[config.mk]
export PLATFORM = sky130hd
export DESIGN_NAME = vga_frame_fetch
export DESIGN_NICKNAME = d
export VERILOG_FILES = /design/src/rtl/vga_frame_fetch.sv
export SDC_FILE = /design/constraint.sdc
export NUM_CORES = 1
export LEC_CHECK = 0
export BUFFER_PORTS_ARGS = -buffer_cell sky130_fd_sc_hd__buf_2
export CORE_MARGIN = 2
export CORE_UTILIZATION = 59
export DETAILED_ROUTE_END_ITERATION = 8
export GPL_ROUTABILITY_DRIVEN = 0
export GPL_TIMING_DRIVEN = 0
export HOLD_SLACK_MARGIN = 0.03
export PLACE_DENSITY = 0.8
export SYNTH_ARGS = -nofsm -noshare
export SYNTH_HDL_FRONTEND = slang
export SYNTH_SLANG_ARGS = --single-unit
[constraint.sdc]
create_clock -name clk -period 3.35 [get_ports clk]
set_clock_uncertainty 0.05 [all_clocks]
set_input_delay 0.1675 -clock clk [delete_from_list [all_inputs] [get_ports clk]]
set_output_delay 0.1675 -clock clk [all_outputs]
set_load 0.01 [all_outputs]
[src/rtl/vga_frame_fetch.sv]
`default_nettype none
// ============================================================================
// Module   : vga_frame_fetch
// Purpose  : 640x480@60 VGA timing generator and frame-buffer read-address
//            generator for an IMG_W x IMG_H image upscaled by 2^SCALE_SH into
//            a window at (X0,Y0). Coordinate and sync outputs are delayed by
//            RD_LAT pixel slots so they line up with returning RAM data.
// Revision : 1.0 - initial release
// ============================================================================
module vga_frame_fetch #(
    parameter int IMG_W    = 100,
    parameter int IMG_H    = 100,
    parameter int SCALE_SH = 2,
    parameter int X0       = 120,
    parameter int Y0       = 40,
    parameter int RD_LAT   = 1,
    parameter int ADDR_W   = 14,
    // Raster timing; defaults are the standard 640x480@60 values.
    parameter int H_VIS    = 640,
    parameter int H_FP     = 16,
    parameter int H_SYNC   = 96,
    parameter int H_BP     = 48,
    parameter int V_VIS    = 480,
    parameter int V_FP     = 10,
    parameter int V_SYNC   = 2,
    parameter int V_BP     = 33
) (
    input  logic              clk,
    input  logic              reset,
    input  logic              pix_en,
    output logic [ADDR_W-1:0] ram_addr,
    output logic              ram_rd_en,
    output logic [9:0]        x_out,
    output logic [9:0]        y_out,
    output logic              hsync,
    output logic              vsync,
    output logic              video_on,
    output logic              frame_start
);

    localparam logic [9:0] c_H_LAST   = 10'(H_VIS + H_FP + H_SYNC + H_BP - 1);
    localparam logic [9:0] c_V_LAST   = 10'(V_VIS + V_FP + V_SYNC + V_BP - 1);
    localparam logic [9:0] c_H_VIS    = 10'(H_VIS);
    localparam logic [9:0] c_V_VIS    = 10'(V_VIS);
    localparam logic [9:0] c_HS_FIRST = 10'(H_VIS + H_FP);
    localparam logic [9:0] c_HS_END   = 10'(H_VIS + H_FP + H_SYNC);
    localparam logic [9:0] c_VS_FIRST = 10'(V_VIS + V_FP);
    localparam logic [9:0] c_VS_END   = 10'(V_VIS + V_FP + V_SYNC);
    localparam logic [9:0] c_X_FIRST  = 10'(X0);
    localparam logic [9:0] c_X_END    = 10'(X0 + (IMG_W << SCALE_SH));
    localparam logic [9:0] c_X_LAST   = 10'(X0 + (IMG_W << SCALE_SH) - 1);
    localparam logic [9:0] c_Y_FIRST  = 10'(Y0);
    localparam logic [9:0] c_Y_END    = 10'(Y0 + (IMG_H << SCALE_SH));

    // Sub-counters count screen pixels/lines within one image pixel; keep at
    // least one bit so SCALE_SH=0 still elaborates.
    localparam int                 c_SUB_W     = (SCALE_SH > 0) ? SCALE_SH : 1;
    localparam logic [c_SUB_W-1:0] c_SUB_MAX   = c_SUB_W'((1 << SCALE_SH) - 1);
    localparam logic [c_SUB_W-1:0] c_SUB_FIRST = c_SUB_W'((SCALE_SH > 0) ? 1 : 0);
    localparam logic [ADDR_W-1:0]  c_ROW_STEP  = ADDR_W'(IMG_W);
    localparam logic [ADDR_W-1:0]  c_ADDR_ONE  = ADDR_W'(1);

    typedef struct packed {
        logic [9:0] x;
        logic [9:0] y;
        logic       hs;
        logic       vs;
        logic       vo;
    } pix_info_t;

    localparam pix_info_t c_FLUSH = '{x: 10'd0, y: 10'd0, hs: 1'b1, vs: 1'b1, vo: 1'b0};

    logic [9:0]         r_h_cnt;
    logic [9:0]         r_v_cnt;
    logic [ADDR_W-1:0]  r_row_base;
    logic [c_SUB_W-1:0] r_col_sub;
    logic [c_SUB_W-1:0] r_line_sub;
    pix_info_t          r_pipe [RD_LAT];

    logic [9:0]         w_h_nxt;
    logic [9:0]         w_v_nxt;
    logic               w_h_wrap;
    logic               w_v_wrap;
    logic               w_nxt_win;
    logic               w_row_end;
    pix_info_t          w_cur;

    // Next raster position and window membership of the position being entered.
    always_comb begin
        w_h_wrap  = (r_h_cnt == c_H_LAST);
        w_v_wrap  = (r_v_cnt == c_V_LAST);
        w_h_nxt   = w_h_wrap ? 10'd0 : r_h_cnt + 10'd1;
        w_v_nxt   = w_h_wrap ? (w_v_wrap ? 10'd0 : r_v_cnt + 10'd1) : r_v_cnt;
        w_nxt_win = (w_h_nxt >= c_X_FIRST) && (w_h_nxt < c_X_END) &&
                    (w_v_nxt >= c_Y_FIRST) && (w_v_nxt < c_Y_END);
        // Leaving the last window column of a window line.
        w_row_end = (r_h_cnt == c_X_LAST) &&
                    (r_v_cnt >= c_Y_FIRST) && (r_v_cnt < c_Y_END);
    end

    // Raster counters and incremental (multiplier-free) read address.
    always_ff @(posedge clk) begin
        if (reset) begin
            r_h_cnt    <= 10'd0;
            r_v_cnt    <= 10'd0;
            r_row_base <= '0;
            r_col_sub  <= '0;
            r_line_sub <= '0;
            ram_addr   <= '0;
            ram_rd_en  <= 1'b0;
        end else if (pix_en) begin
            r_h_cnt <= w_h_nxt;
            r_v_cnt <= w_v_nxt;

            if (w_nxt_win) begin
                ram_rd_en <= 1'b1;
                if (w_h_nxt == c_X_FIRST) begin
                    ram_addr  <= r_row_base;
                    r_col_sub <= c_SUB_FIRST;
                end else begin
                    if (r_col_sub == '0) begin
                        ram_addr <= ram_addr + c_ADDR_ONE;
                    end
                    r_col_sub <= (r_col_sub == c_SUB_MAX) ? '0 : r_col_sub + c_SUB_W'(1);
                end
            end else begin
                ram_rd_en <= 1'b0;
            end

            // Row base advances one image row every 2^SCALE_SH window lines and
            // returns to the top of the image when the frame wraps.
            if (w_h_wrap && w_v_wrap) begin
                r_row_base <= '0;
                r_line_sub <= '0;
            end else if (w_row_end) begin
                if (r_line_sub == c_SUB_MAX) begin
                    r_line_sub <= '0;
                    r_row_base <= r_row_base + c_ROW_STEP;
                end else begin
                    r_line_sub <= r_line_sub + c_SUB_W'(1);
                end
            end
        end
    end

    // Coordinate and sync attributes of the current raster position.
    always_comb begin
        w_cur = '{x:  r_h_cnt,
                  y:  r_v_cnt,
                  hs: !((r_h_cnt >= c_HS_FIRST) && (r_h_cnt < c_HS_END)),
                  vs: !((r_v_cnt >= c_VS_FIRST) && (r_v_cnt < c_VS_END)),
                  vo: (r_h_cnt < c_H_VIS) && (r_v_cnt < c_V_VIS)};
    end

    // Delay line matching the RAM read latency, advancing only on pixel slots.
    always_ff @(posedge clk) begin
        if (reset) begin
            for (int k = 0; k < RD_LAT; k++) begin
                r_pipe[k] <= c_FLUSH;
            end
        end else if (pix_en) begin
            r_pipe[0] <= w_cur;
            for (int k = 1; k < RD_LAT; k++) begin
                r_pipe[k] <= r_pipe[k-1];
            end
        end
    end

    // Single-clock pulse on the edge where the raster returns to (0,0).
    always_ff @(posedge clk) begin
        if (reset) begin
            frame_start <= 1'b0;
        end else begin
            frame_start <= pix_en && w_h_wrap && w_v_wrap;
        end
    end

    assign x_out    = r_pipe[RD_LAT-1].x;
    assign y_out    = r_pipe[RD_LAT-1].y;
    assign hsync    = r_pipe[RD_LAT-1].hs;
    assign vsync    = r_pipe[RD_LAT-1].vs;
    assign video_on = r_pipe[RD_LAT-1].vo;

endmodule
`default_nettype wire
# Word-level counts from Yosys, hierarchy flattened
# Memories as Yosys holds them, arrays and structs flattened.
# Index checks and enable logic that the tools add are counted.
# totals
output_inout_bits	39
n_memories	1
regBits	54
ramBits	23
# mem_list
name	depth	width	read_ports	rd_ports_with_merged_regs	write_ports	line	source
r_pipe	1	23	1	0	1	78	pix_info_t r_pipe [RD_LAT];
# classes
n_reduce_logical	22
n_addsub	6
n_eq_ne	6
muxes	21
order_cmp	12
# op_table
cell	n
two-way mux 14 bit	5
less-than comparator 10 x 9 -> 1 bit, second input constant	4
== test 10 bit, second input constant	3
less-than comparator 10 bit, second input constant	3
two-way mux 10 bit	3
two-way mux 23 bit	1
OR reduction 23 bit	1
adder 10 x 1 -> 10 bit, second input constant	2
greater-or-equal comparator 10 x 6 -> 1 bit, second input constant	2
adder 14 x 1 -> 14 bit, second input constant	1
adder 14 x 7 -> 14 bit, second input constant	1
logical AND 1 bit	11
== test 10 x 7 -> 1 bit, second input constant	1
greater-or-equal comparator 10 bit, second input constant	1
greater-or-equal comparator 10 x 7 -> 1 bit, second input constant	1
greater-or-equal comparator 10 x 9 -> 1 bit, second input constant	1
two-way mux 2 bit	5
two-way mux 1 bit	7
AND reduction 3 bit	2
nonzero test 2 bit	3
adder 2 x 1 -> 2 bit, second input constant	2
== test 2 bit, second input constant	2
AND reduction 2 bit	2
logical NOT 1 bit	2
logical NOT 2 bit	1

# Logic depth before layout (Yosys ltp)
# Gate-level depths: netlist of the first run.
# depth
depth_word	7
depth_mapped	13
ltp_nobuf	10

# Least setup slack after synthesis of the first run
# No wires, ideal clock.
# synth_timing
path_kind	reg-to-reg
startpoint	register r_h_cnt[1]
endpoint	register ram_addr[9]
synth_period_minus_slack_ns	2.636
stages_incl_launch_ff	12
t_required_ns	3.183
setup_ns	0.117
t_arrival_ns	2.468
setup_slack_ns	0.714
path_cell_list	dfxtp_1 > ha_1 > and4_1 > buf_4 > a31oi_1 > or3_1 > a2111o_1 > buf_6 > buf_6 > o21ai_0 > nand2_1 > a32o_1
# synth_via
elab_chain_cells	7
elab_cells_between_ends	15
# synth_rtl
element	line	source
start: declaration	73	logic [9:0] r_h_cnt;
start signal: assignment	112	r_h_cnt <= w_h_nxt;
adder 10 x 1 -> 10 bit / == test 10 bit (equally long branches)	92, 90	
two-way mux 10 bit	92	w_h_nxt = w_h_wrap ? 10'd0 : r_h_cnt + 10'd1;
greater-or-equal comparator 10 x 7 -> 1 bit / less-than comparator 10 bit (equally long branches)	94	w_nxt_win = (w_h_nxt >= c_X_FIRST) && (w_h_nxt < c_X_END) &&
logical AND 1 bit (2 in a row)	94	
logical AND 1 bit	95	(w_v_nxt >= c_Y_FIRST) && (w_v_nxt < c_Y_END);
AND reduction 3 bit (no line)	n/a	
end signal: assignment	118	ram_addr <= r_row_base;
end signal: assignment	122	ram_addr <= ram_addr + c_ADDR_ONE;
end: declaration	31	output logic [ADDR_W-1:0] ram_addr,
# Parallel ways exist; a longest one is shown, timed or not.
# A chain may end at the register's enable or synchronous reset.

# Worst setup path after layout of the first run
# layout_timing
startpoint	register r_h_cnt[1]
endpoint	register ram_addr[10]
# Same word-level chain as after synthesis.

==> metrics, run 1 <==
most common cell after layout, fill and taps aside=nand2_1; Period Utilization, post-route=91.5%; most frequent cells in the layout=nand2_1, dfxtp_1, nor2_1, buf_2, a21oi_1; Vias per Instance=6.25; clk sinks=75; Final Util=68.2%; fin. max-slew vios=0; CP max FO=10; met2 GRT Util=42.1%; synthesis warning total=0; Critical Path AT=3.23 ns; clk buf depth=2; total gr overflow=0; Mapped Avg Cell Area=8.76 um^2; Yosys cell types=68; met3 GRT Util=5.60%; clk root buf=clkbuf_8; die area=7830 um^2; Post-synth ARST share=0%; layout cell share with drive strength beyond 1=16.2%; setup repair bufs after CTS=0; crit path buf inv count=3; gr usage total=28.2%; register area=1730 um^2; Core ar.=6870 um^2; P per Cell Area=344 nW/um^2; hold crit path type=primary input to register; wire length per cell=16.8 um; unrepaired setup endpoints after global routing=no; Worst-path clk slew=0.08 ns; slowest CP cell=dfxtp_1; Antenna Cells=0; initial core utilization=61.3%; status=complete, no violations; Primary FF master, synth=dfxtp_1; #FFs+latches synth=75; largest net degree at the start of global routing=25; Synth Instances=481; CP Launch Type=register; R2R Setup Slk=0.28 ns; Setup crit end kind=register; # hold bufs at CTS=0; post-synthesis sequential area ratio=41.1%; kind of critical path=register to register; setup_tns=0 ns; initial antenna violation count=0; max_slew headroom=30.0%; DRT Pass-1 Iters=5; first-pass GRT wire length=16,900 um; Critical Path RT=3.51 ns; Area Overhead vs Synth=11.2%; minimum clock period=3.07 ns; Slowest Stage Delay on Critical Path=0.46 ns; H-tree depth=3; Fmax achieved=326 MHz; dpl hpwl=7430 um; I/O pins=42; M1 GR Usage=39.4%; Initial DRC Count=281; Num CTS Buffers=9; Cell Chain, Critical Path=ha_1 > and4_1 > buf_4 > a31oi_1 > or3_1 > a2111o_1 > buf_6 > buf_1 > o21ai_1 > a211oi_2; Resize count post-CTS=0; fillers=587; Setup Viol. Count Final=0; Die W=88.5 um; maximum vdd drop=0.000252 V; measured slew at the worst slew-check pin=1.05 ns; Std-Cell Rows=30; syn_nets=493; Mapped Area=4210 um^2; Final Hold Fails=0; vias in the first global route=3,471; Die Span Y=88.5 um; post-detailed-route count of antenna-violating nets=0; Most Used Layer, Global Route=met2; Clk Latency, worst-skew pair=0.35 ns; Lkg Pwr=1.92 nW; area occupied by multi-input gates=2230 um^2; Vias=3,955; routed wire length=10,600 um; clock tree from TritonCTS=done; max-cap violation count=0; Total Nets Final=544; IO buf count=40; residual DRC count=0; cell family with most CP delay=compound AO/OA/AOI/OAI gates; number of synthesized flops with an enable pin=23
layer usage:
layer / wire length [um] / up-vias / share of wire (%)
met3: 974 / 24 / 9.2
met5: 0 / - / 0
met1: 4670 / 1858 / 44
met2: 4800 / 217 / 45
met4: 189 / 0 / 1.8
li1: - / 1856 / -
worst min-delay path, stage by stage:
cell and delay, ns:
buf_2 0.15, nand2_1 0.14, nand2_1 0.09, a21oi_1 0.05
report_power, final:
part / total (W) / internal, W / switching [W]
Combinational: 0.0000726 / 0.0000196 / 0.0000530
Sequential: 0.000958 / 0.000950 / 0.00000839
Clock: 0.000583 / 0.000262 / 0.000321
metrics by stage:
step                      cell area [um^2]  instances  total power (W)  hold WS [ns]  setup WS [ns]
final                                 4690        633          0.00161         0.243          0.284
after global routing                  4690        633          0.00167         0.291          0.134
after CTS                             4690        633          0.00162         0.231          0.339
after floorplan                       4210        481          0.00102         0.366          0.714
after global placement                4530        617          0.00105         0.392          0.385
after detailed placement              4530        617          0.00105         0.405          0.356
cells in the mapped netlist (2+ instances only):
library cell / instances / area, um^2
a211o_1: 2 / 17.5
a211oi_2: 6 / 75.1
a21o_1: 4 / 30.0
a21oi_1: 33 / 165
a22oi_1: 2 / 15.0
a31oi_1: 3 / 18.8
a32o_1: 2 / 20.0
and3_1: 26 / 163
and4_1: 3 / 26.3
and4b_1: 2 / 20.0
buf_2: 5 / 25.0
buf_4: 4 / 30.0
buf_6: 6 / 67.6
clkbuf_1: 18 / 67.6
dfxtp_1: 52 / 1040
edfxtp_1: 23 / 691
ha_1: 9 / 113
inv_1: 14 / 52.6
mux2i_1: 6 / 60.1
nand2_1: 53 / 199
nand2b_1: 2 / 12.5
nand3_1: 20 / 100
nand3_2: 2 / 20.0
nand4_1: 18 / 113
nor2_1: 45 / 169
nor3_1: 9 / 45.0
nor3_2: 2 / 20.0
nor3b_1: 2 / 15.0
nor4_1: 6 / 37.5
nor4b_1: 2 / 17.5
o211ai_1: 3 / 22.5
o21a_1: 6 / 45.0
o21ai_0: 17 / 85.1
o21ai_1: 7 / 35.0
o22ai_1: 2 / 12.5
o31ai_1: 2 / 15.0
o32ai_1: 2 / 17.5
or2_2: 2 / 12.5
or3_1: 12 / 75.1
xnor2_1: 7 / 61.3
xor2_1: 13 / 114
area by class of cell:
class                           instances  share of cell area [%]
Multi-Input combinational cell        356                    47.5
Sequential cell                        75                    37.0
Timing Repair Buffer                   40                    4.27
Buffer                                 35                    4.25
Clock buffer                           12                    2.88
Tap cell                               96                    2.56
Inverter                               15                    1.20
Clock inverter                          4                   0.374
state kept, by name (all words and copies together), names as in the netlist:
register	count
r_pipe	23
frame_start	1
ram_rd_en	1
r_h_cnt	10
ram_addr	14
r_col_sub	2
r_row_base	12
r_line_sub	2
r_v_cnt	10
kinds of logic after synthesis:
family / synth area share [%]
DFF: 41.1
xor gates and xnor gates: 4.16
and+or+nand+nor: 27.9
muxes: 1.69
buffers and inverters: 6.06
AOI/OAI and AO/OA: 16.5
adders and majority gates: 2.67
final timing paths:
kind | from | end | cells after the start
worst max-delay path | r_h_cnt[1] | ram_addr[10] | 10
worst min-delay path | pix_en | r_v_cnt[1] | 4
worst max register to register | r_h_cnt[1] | ram_addr[10] | 10
worst min register to register | r_line_sub[1] | r_line_sub[1] | 2
No activity file was read; power rests on OpenSTA's default activity.
==> run 2, diff against run 1 <==
CORE_UTILIZATION = 57   (was 59)
PLACE_DENSITY = 0.77   (was 0.8)
==> metrics, run 2 (synthesized netlist as in run 1, its figures left out) <==
Pwr Total=0.00167 W (+3.3%); Reg-to-Reg Start=r_h_cnt[1]; Fmax achieved=322 MHz (-1.3%); Setup Viol. Count Final=0 (unchanged); Setup crit end kind=register; setup repair bufs after CTS=0 (unchanged); maximum vdd drop=0.000181 V (-28%); Total Nets Final=544 (unchanged); status=complete, no violations; routed wire length=10,500 um (-1.3%); Stages on worst setup path=10 (unchanged); max-cap violation count=0 (unchanged); wire length per cell=16.5 um (-1.7%); IO buf count=40 (unchanged); Core ar.=7210 um^2 (+5.0%); residual DRC count=0 (unchanged); most frequent cells in the layout=nand2_1, dfxtp_1, nor2_1, buf_2, a21oi_1; # hold bufs at CTS=0 (unchanged); initial core utilization=58.4% (-2.9 points); die area=8090 um^2 (+3.3%); post-detailed-route count of antenna-violating nets=0 (unchanged); measured slew at the worst slew-check pin=1.03 ns (-0.0198 ns); CP startpoint=r_h_cnt[1]; DRT Pass-1 Iters=5 (unchanged); Std-Cell Rows=31 (+3.3%); max reg flops=23 (unchanged); Antenna Cells=0 (unchanged); slowest CP cell=dfxtp_1; Num CTS Buffers=9 (unchanged); vias in the first global route=3,519 (+1.4%); Worst-path clk slew=0.08 ns (about the same); dpl hpwl=7410 um (-0.36%); Die W=90.0 um (+1.7%); clk root buf=clkbuf_8; total gr overflow=0 (unchanged); top flop regs=r_pipe x23, ram_addr x14, r_row_base x12; Slowest Stage Delay on Critical Path=0.46 ns (about the same); reg2reg end=ram_addr[2]; P per Cell Area=354 nW/um^2 (+2.8%); Period Utilization, post-route=92.7% (+1.2 points); Lkg Pwr=1.93 nW (+0.42%); fin. max-slew vios=0 (unchanged); layout cell share with drive strength beyond 1=16.2% (unchanged); R2R cell count=10 (unchanged); Final Hold Fails=0 (unchanged); largest net degree at the start of global routing=25 (unchanged); clock tree from TritonCTS=done; R2R Setup Slk=0.24 ns (-0.04 ns); Vias per Instance=6.10 (-2.3%); hold crit path type=primary input to register; unrepaired setup endpoints after global routing=no; Clk Latency, worst-skew pair=0.36 ns (about the same); setup_tns=0 ns (unchanged); clk sinks=75 (unchanged); max_slew headroom=31.3% (+1.3 points); endpoint of the worst setup timing path=ram_addr[2]; Top reg by flops=r_pipe; Die Span Y=90.0 um (+1.7%); Critical Path AT=3.28 ns (+0.05 ns); Vias=3,882 (-1.8%); first-pass GRT wire length=17,600 um (+4.1%); Initial DRC Count=369 (+31%); initial antenna violation count=0 (unchanged); minimum clock period=3.11 ns (+0.0407 ns); Cell Chain, Critical Path=ha_1 > and4_1 > buf_4 > a31oi_1 > or3_1 > a2111o_1 > buf_6 > buf_1 > o21ai_1 > a211oi_2; most common cell after layout, fill and taps aside=nand2_1; gr usage total=26.7% (-1.5 points); Resize count post-CTS=0 (unchanged); CP Launch Type=register; clk buf depth=2 (unchanged); kind of critical path=register to register; Area Overhead vs Synth=11.8%; H-tree depth=3 (unchanged); cell family with most CP delay=compound AO/OA/AOI/OAI gates; Critical Path RT=3.52 ns (about the same); crit path buf inv count=3 (unchanged); CP max FO=10 (unchanged); I/O pins=42 (unchanged)
[run 2: cell count changes in the layout (fill, tap and decap cells not counted), sizes merged]
cell / before / now
clkbuf: 31 / 33
clkinv: 5 / 3
[run 2: layer usage]
layer	share of wire [%]	wire, um	track usage (%)
met1	46	4790	37.7
met2	44	4640	40.8
met5	0	0	0
met3	7.5	791	5.28
met4	2.6	277	10.3
[run 2: stage by stage]
| step | hold WS, ns | std cells | worst slack, ns | area, um^2 | utilization, % |
|---|---|---|---|---|---|
| 6_report | 0.282 | 636 | 0.244 | 4710 | 65.3 |
| 5_1_grt | 0.328 | 636 | 0.0208 | 4710 | 65.3 |
| 4_1_cts | 0.274 | 636 | 0.267 | 4710 | 65.3 |
| 3_5_place_dp | 0.401 | 620 | 0.291 | 4540 | 62.9 |
| 3_3_place_gp | 0.396 | 620 | 0.323 | 4540 | 62.9 |
| 2_1_floorplan | 0.366 | 481 | 0.714 | 4210 | - |
[run 2: power by group]
part	internal, W	switching (W)	total [W]
logic	0.0000195	0.0000536	0.0000732
registers	0.000950	0.00000852	0.000958
clock network	0.000312	0.000324	0.000636
total	0.00128	0.000386	0.00167
[run 2: how the worst min path moves through the flow]
stage | from | end | slack (ns) | depth (start not counted)
after CTS | pix_en | r_v_cnt[0] | 0.27 | 4
after floorplan | pix_en | r_v_cnt[1] | 0.37 | 3
after detailed placement | r_line_sub[1] | r_line_sub[1] | 0.40 | 2
after global placement | r_line_sub[1] | r_line_sub[1] | 0.40 | 2
after global routing | pix_en | r_v_cnt[1] | 0.33 | 4
final | reset | ram_addr[3] | 0.28 | 3
[run 2: layout make-up]
| class | count | area, um^2 |
|---|---|---|
| multi-input combinational | 356 | 2230 |
| clock buffer | 14 | 164 |
| inverter | 15 | 56.3 |
| sequential | 75 | 1730 |
| timing repair buffer | 40 | 200 |
| tap | 99 | 124 |
| buffer | 35 | 199 |
| fill | 649 | 2500 |
| clock inverter | 2 | 8.76 |
[run 2: worst register-to-register path, cell delays in order, from the launching register on]
cell      delay (ns)
dfxtp_1         0.46
ha_1            0.34
and4_1          0.22
buf_4           0.19
a31oi_1         0.10
or3_1           0.37
a2111o_1        0.43
buf_6           0.17
buf_1           0.26
o21ai_1         0.29
a211oi_2        0.10
